===== src/rtl/branch_update_queue.sv =====
// branch_update_queue: in-order branch tracker that drives the history cache write port and flags mispredicts
// Ports: clk, rst (async active-low); push_valid/push_pc/push_pred/push_ready from fetch;
// resolve_valid/resolve_taken/flush from execute; upd_we/upd_pc/upd_taken/mispredict to the cache
// and pipeline; count occupancy; underflow sticky error.
// Define BUQ_STATS_EN to add saturating stat_resolved/stat_mispred counters.
module branch_update_queue #(
  parameter int DEPTH    = 4,
  parameter int PC_WIDTH = 10
) (
  input  logic                     clk,
  input  logic                     rst,
  input  logic                     push_valid,
  input  logic [PC_WIDTH-1:0]      push_pc,
  input  logic                     push_pred,
  output logic                     push_ready,
  input  logic                     resolve_valid,
  input  logic                     resolve_taken,
  input  logic                     flush,
  output logic                     upd_we,
  output logic [PC_WIDTH-1:0]      upd_pc,
  output logic                     upd_taken,
  output logic                     mispredict,
  output logic [$clog2(DEPTH):0]   count,
  output logic                     underflow
`ifdef BUQ_STATS_EN
  ,
  output logic [15:0]              stat_resolved,
  output logic [15:0]              stat_mispred
`endif
);
  localparam int AW = $clog2(DEPTH);
  localparam logic [AW:0] FULL = (AW+1)'(DEPTH);
  logic [PC_WIDTH-1:0] pc_mem [DEPTH];
  logic                pred_mem [DEPTH];
  logic [AW-1:0]       wr_ptr, rd_ptr;
  logic                push_acc, res_acc, miss;
  assign push_ready = (count != FULL) || resolve_valid;
  assign push_acc   = push_valid && push_ready && !flush;
  assign res_acc    = resolve_valid && (count != '0);
  assign miss       = res_acc && (pred_mem[rd_ptr] != resolve_taken);
  // when full with a same-cycle resolve, wr_ptr == rd_ptr: the head is read before this write lands
  always_ff @(posedge clk) begin
    if (push_acc) begin
      pc_mem[wr_ptr]   <= push_pc;
      pred_mem[wr_ptr] <= push_pred;
    end
  end
  always_ff @(posedge clk or negedge rst) begin
    if (!rst) begin
      wr_ptr     <= '0;
      rd_ptr     <= '0;
      count      <= '0;
      upd_we     <= 1'b0;
      upd_pc     <= '0;
      upd_taken  <= 1'b0;
      mispredict <= 1'b0;
      underflow  <= 1'b0;
    end else begin
      upd_we     <= res_acc;
      mispredict <= miss;
      if (res_acc) begin
        upd_pc    <= pc_mem[rd_ptr];
        upd_taken <= resolve_taken;
      end
      if (resolve_valid && count == '0) underflow <= 1'b1;
      wr_ptr <= flush ? '0 : wr_ptr + AW'(push_acc);
      rd_ptr <= flush ? '0 : rd_ptr + AW'(res_acc);
      count  <= flush ? '0 : count + (AW+1)'(push_acc) - (AW+1)'(res_acc);
    end
  end
`ifdef BUQ_STATS_EN
  always_ff @(posedge clk or negedge rst) begin
    if (!rst) begin
      stat_resolved <= '0;
      stat_mispred  <= '0;
    end else begin
      if (res_acc && stat_resolved != 16'hFFFF) stat_resolved <= stat_resolved + 16'd1;
      if (miss && stat_mispred != 16'hFFFF) stat_mispred <= stat_mispred + 16'd1;
    end
  end
`endif
endmodule


===== config.mk =====
export PLATFORM = sky130hd
export DESIGN_NAME = branch_update_queue
export DESIGN_NICKNAME = d
export VERILOG_FILES = /design/src/rtl/branch_update_queue.sv
export SDC_FILE = /design/constraint.sdc
export NUM_CORES = 1
export LEC_CHECK = 0
export ABC_AREA = 1
export BUFFER_PORTS_ARGS = -buffer_cell sky130_fd_sc_hd__buf_4
export CORE_MARGIN = 5
export CORE_UTILIZATION = 35
export CTS_CLUSTER_SIZE = 24
export DETAILED_ROUTE_END_ITERATION = 8
export HOLD_SLACK_MARGIN = 0.02
export PLACE_DENSITY_LB_ADDON = 0.25
export SYNTH_ARGS = -nofsm -noshare
export SYNTH_HDL_FRONTEND = slang
export SYNTH_SLANG_ARGS = --single-unit

===== constraint.sdc =====
create_clock -name clk -period 3.1 [get_ports clk]
set_clock_uncertainty 0.1 [all_clocks]
set_input_delay 0.465 -clock clk [delete_from_list [all_inputs] [get_ports clk]]
set_output_delay 0.465 -clock clk [all_outputs]
set_load 0.02 [all_outputs]

Word level (Yosys, flattened, before mapping)
Memories as Yosys holds them, arrays and structs flattened. A register that Yosys moved wholly into a read port is not among the register bits. Cells that the tools add are included.

Bits in registers: 11. RAM bits: 44. Output and inout port bits: 18. Word-level logic and storage cells: 30. Memories kept: 2.

Memory list: pc_mem (words 4, bits a word 10, rd ports 1, clocked after Yosys merged registers in 1, write ports 1, line 33) `logic [PC_WIDTH-1:0] pc_mem [DEPTH];`; pred_mem (words 4, bits a word 1, rd ports 1, clocked after Yosys merged registers in 0, write ports 1, line 34) `logic pred_mem [DEPTH];`.

$add $sub $neg: 4. Equality and inequality tests: 2. Muxes and demuxes: 5. Reductions and logical operators: 10.

Operators with widths (number): $logic_and A1 B1 Y1 (5); $add A2 B1 Y2 (2); $mux W2 (2); $add A3 B1 Y3 (1); $logic_not A3 Y1 (1); $mux W3 (1); $ne A3 B3 Y1 const B (1); $reduce_bool A3 Y1 (1); $sub A3 B1 Y3 (1); $logic_not A1 Y1 (2); $mux W1 (2); $logic_or A1 B1 Y1 (1); $ne A1 B1 Y1 (1).

Depth between registers and ports, before layout
Word-level depth: 7. Gate-level depth with buffers: 12.

Least setup slack after synthesis
No wires, ideal clock.

Kind: flip-flop to flip-flop. From: register count[1]. To: register count[2]. Arrival time: 2.142 ns. Setup slack: 0.772 ns. Cell stages (with the launch flop): 11. Path buffers: 0. Period minus slack after synthesis: 2.328 ns. Cells stage by stage: dfrtp_1 -> nor2_1 -> nand3_1 -> nand3_2 -> ha_1 -> inv_1 -> ha_1 -> inv_1 -> fa_1 -> and3_1 -> nor3_1.

Cells in the longest elaborated chain, start to end: 7. Elaborated cells between the ends (all ways): 9. Those cells by class: 2 x add/sub; 1 x eq/ne; 1 x mux; 5 x reduce/logical.

RTL lines: from (decl) (line 23) `output logic [$clog2(DEPTH):0] count,`; from (signal assigned) (line 68) `count <= flush ? '0 : count + (AW+1)'(push_acc) - (AW+1)'(res_acc);`; $ne A3 B3 Y1 (line 37) `assign push_ready = (count != FULL) || resolve_valid;`; $logic_or A1 B1 Y1 (line 37); via push_ready (line 15) `output logic push_ready,`; $logic_and A1 B1 Y1 (2 in series) (line 38) `assign push_acc = push_valid && push_ready && !flush;`; $add A3 B1 Y3 (line 68); $sub A3 B1 Y3 (line 68); $mux W3 (line 68).

The timed path passes the listed nets, and every way through them passes these cells. A chain may end at the register's enable or synchronous reset.

Worst setup path in the final report
From: register count[1]. To: register count[2].

Cells in the longest elaborated chain, start to end: 7. Elaborated cells between the ends (all ways): 9. Those cells by class: 2 x add/sub; 1 x eq/ne; 1 x mux; 5 x reduce/logical.

RTL lines (line): $ne A3 B3 Y1 (37); $logic_or A1 B1 Y1 (37); $logic_and A1 B1 Y1 (2 in series) (38); $add A3 B1 Y3 (68); $sub A3 B1 Y3 (*) (68); $mux W3 (*) (68).

Mark *: on every way between the ends. The rest lies on a longest branch, timed or not.

==> flow_summary_export.csv <==
group,metric,value,unit
run,drv_cap,0,
worst_setup_path,critPathRequiredTime,3.24,ns
sta,setup_violations,0,
sta,setup_tns,0,ns
cells_and_area,diodes,0,
cells_and_area,finish.net_count,295,
placed_design,dp_hpwl,3.29,mm
power,powerDensity,871,nW/µm²
logic_synthesis,synth_ff_type,"edfxtp_1",
clocking,clk_pin_slew,0.07,ns
power,vdd_ir_drop_max,434,µV
placed_design,place_ws,0.626,ns
sta,worst_pin_slew,0.610,ns
logic_synthesis,syn-instance-count,229,
worst_setup_path,reg2reg_from,"count[1]",
logic_synthesis,yosys_warnings,0,
worst_setup_path,cp-start-kind,"register",
clocking,clockBufferDepth,2,
die,rows,31,
die,die_height,96.6,µm
logic_synthesis,yosysTopAreaCellShare,50.4,%
detailed_routing,met3WireLength,224,µm
worst_setup_path,cpMostUsedCell,"inv_1",
cells_and_area,multiInputGateArea,643,µm²
worst_setup_path,crit_fanout,14,
logic_synthesis,synthesis.area,2620,µm²
placed_design,gp_congestion,0.734,
detailed_routing,top_layer,"met4",
logic_synthesis,synth.net_count,251,
die,die_area,9330,µm²
detailed_routing,finalWirelength,5.10,mm
detailed_routing,wl_per_cell,13.5,µm
worst_setup_path,critical_path_arrival,2.60,ns
placed_design,place_area,2970,µm²
placed_design,io_buffers,34,
sta,rsz0062_at_grt,"no",
worst_setup_path,crit_chain,"inv_1, nand2_2, o21ai_2, buf_4, inv_2, ha_1, inv_1, ha_1, inv_1, fa_1, and3_1, nor3_1",
sta,period_share,79.5,%
sta,hold_viol,0,
clocking,cts-buffers-inserted,9,
die,ioPinCount,35,
power,total_power,0.00280,W
cells_and_area,syn_to_final_growth,22.5,%
logic_synthesis,yosysTopAreaCell,"edfxtp_1",
die,fp.dieW,96.6,µm
logic_synthesis,postSynthAreaPerCell,11.5,µm²
detailed_routing,ant_nets,0,
logic_synthesis,ys_ff_latch,65,
worst_setup_path,critPathKind,"register to register",
sta,max_slew_margin,59.3,%
clocking,cts_sinks,65,
sta,period_minus_slack,2.46,ns
grt,grt_max_degree,25,
worst_setup_path,worstSetupStartpoint,"count[1]",
detailed_routing,initialDrtViolationCount,79,
hold_path,hold_class,"input pin to register",
detailed_routing,wl_met1,2.44,mm
cells_and_area,fillCellCount,722,
status,outcome,"finished clean",
cells_and_area,drive_gt1_share,22.3,%
grt,grt_pass1_wl,8.15,mm
grt,antenna_found_initial,0,
logic_synthesis,ys_seq_area_share,70.4,%
detailed_routing,via_count,1675,
worst_setup_path,cp-end-kind,"register",
detailed_routing,wl_met2,2.34,mm
detailed_routing,firstDrtPassIters,7,
logic_synthesis,async_flop_share,32.3,%
grt,grt_pass1_vias,1634,
power,leakage,1.37,nW
clocking,root_buffer,"clkbuf_8",
logic_synthesis,synth_cell_type_count,21,
logic_synthesis,synth_edf_count,44,
sta,fin_ws,0.636,ns
cells_and_area,postLayoutCellArea,3210,µm²
die,initial_core_util,36.0,%
logic_synthesis,synth_area_leaders,"edfxtp_1 50%, dfrtp_1 20%, nand2_1 7.0%",
detailed_routing,drc,0,
hold_path,hold_start,"push_pc[7]",
grt,overflow,0,
clocking,clkLatencyLatePin,0.33,ns
clocking,tritoncts,"done",
detailed_routing,viasPerCell,4.44,
sta,whs,0.236,ns
worst_setup_path,critPathMaxStageDelay,0.44,ns
worst_setup_path,crit_slowest_cell,"dfrtp_1",
clocking,post-cts-setup-buffer-count,0,
clocking,htreeDepth,3,
die,core_area,7290,µm²
sta,fmax,406,MHz
grt,grtUsageTotal,12.2,%
cells_and_area,seq_area,1850,µm²
sta,slew_violations,0,
layout make-up:
type / instances / area share (%)
flip-flops and latches: 65 / 57.5
multi-input cells: 140 / 20.0
repair buffers: 41 / 9.65
clock buffers: 12 / 4.87
well taps: 99 / 3.85
clock inverters: 4 / 2.30
inverters: 16 / 1.87
critical path, delay by kind of cell, from the launching register on:
family                     cells  cell delay [ns]
AOI/OAI and AO/OA              1             0.10
adders and majority gates      3             0.82
and+or+nand+nor                3             0.40
DFF                            1             0.44
buffers and inverters          5             0.52
state kept, by name, summed over array words and instances (netlist names):
name,cells
count,3
mispredict,1
pc_mem,40
pred_mem,4
rd_ptr,2
underflow,1
upd_pc,10
upd_taken,1
upd_we,1
wr_ptr,2
synthesized netlist by cell type, types with 2 or more instances:
cell type,number
buf_6,5
nand3_1,3
nand2_1,49
inv_1,12
a21oi_1,2
nor2_1,48
o21ai_1,22
edfxtp_1,44
buf_2,2
ha_1,4
nor3_1,5
inv_2,4
dfrtp_1,21
cell usage in the layout, fill, tap and decap left out, types with 3 or more instances in the layout:
cell type  netlist  layout
edfxtp_1        44      44
dfrtp_1         21      21
nor2_1          48      48
ha_1             4       4
inv_2            4       4
nand2_1         49      49
clkbuf_8         0       9
buf_4            1      40
nor3_1           5       5
inv_1           12      12
o21ai_1         22      22
nand3_1          3       3
stage by stage:
| step | cells | utilization (%) |
|---|---|---|
| after floorplan | 229 | - |
| after global placement | 360 | 40.8 |
| after detailed placement | 360 | 40.8 |
| after CTS | 377 | 44.1 |
| after global routing | 377 | 44.1 |
| final | 377 | 44.1 |
repair_timing:
action,4_1_cts,5_1_grt
hold endpoints to repair,21,0
resized for setup,0,0
hold buffers,1,0
power breakdown:
part           total (W)  internal [W]  switching, W
clock network   0.000818      0.000503      0.000316
registers        0.00114       0.00106     0.0000844
logic           0.000839      0.000315      0.000524
total            0.00280       0.00188      0.000924
layer usage:
layer / up-vias / track usage, %
met1: 785 / 16.2
li1: 847 / -
met2: 36 / 18.2
met3: 7 / 2.40
met5: - / 0
met4: 0 / 7.59
logic make-up (layout without fill, tap and decap cells):
group / Yosys count / after routing / share of synthesized area [%]
flip-flops: 65 / 65 / 70.4
AND/OR/NAND/NOR: 108 / 108 / 16.3
XOR/XNOR: 1 / 1 / 0.334
buffers and inverters: 24 / 73 / 5.10
AO/OA/AOI/OAI: 26 / 26 / 5.25
adder cells (fa/ha/maj): 5 / 5 / 2.67
path summary, 6_finish.rpt:
| path | to | slack, ns | cells after the start |
|---|---|---|---|
| min in group asynchronous | count[0] | 0.46 | 2 |
| worst max-delay path | count[2] | 0.64 | 12 |
| worst min register to register | underflow | 0.38 | 1 |
| max in group asynchronous | rd_ptr[0] | 2.22 | 2 |
| worst max register to register | count[2] | 0.64 | 12 |
| worst min-delay path | pc_mem[1][7] | 0.24 | 1 |
Power figures use the tool's default switching activity.
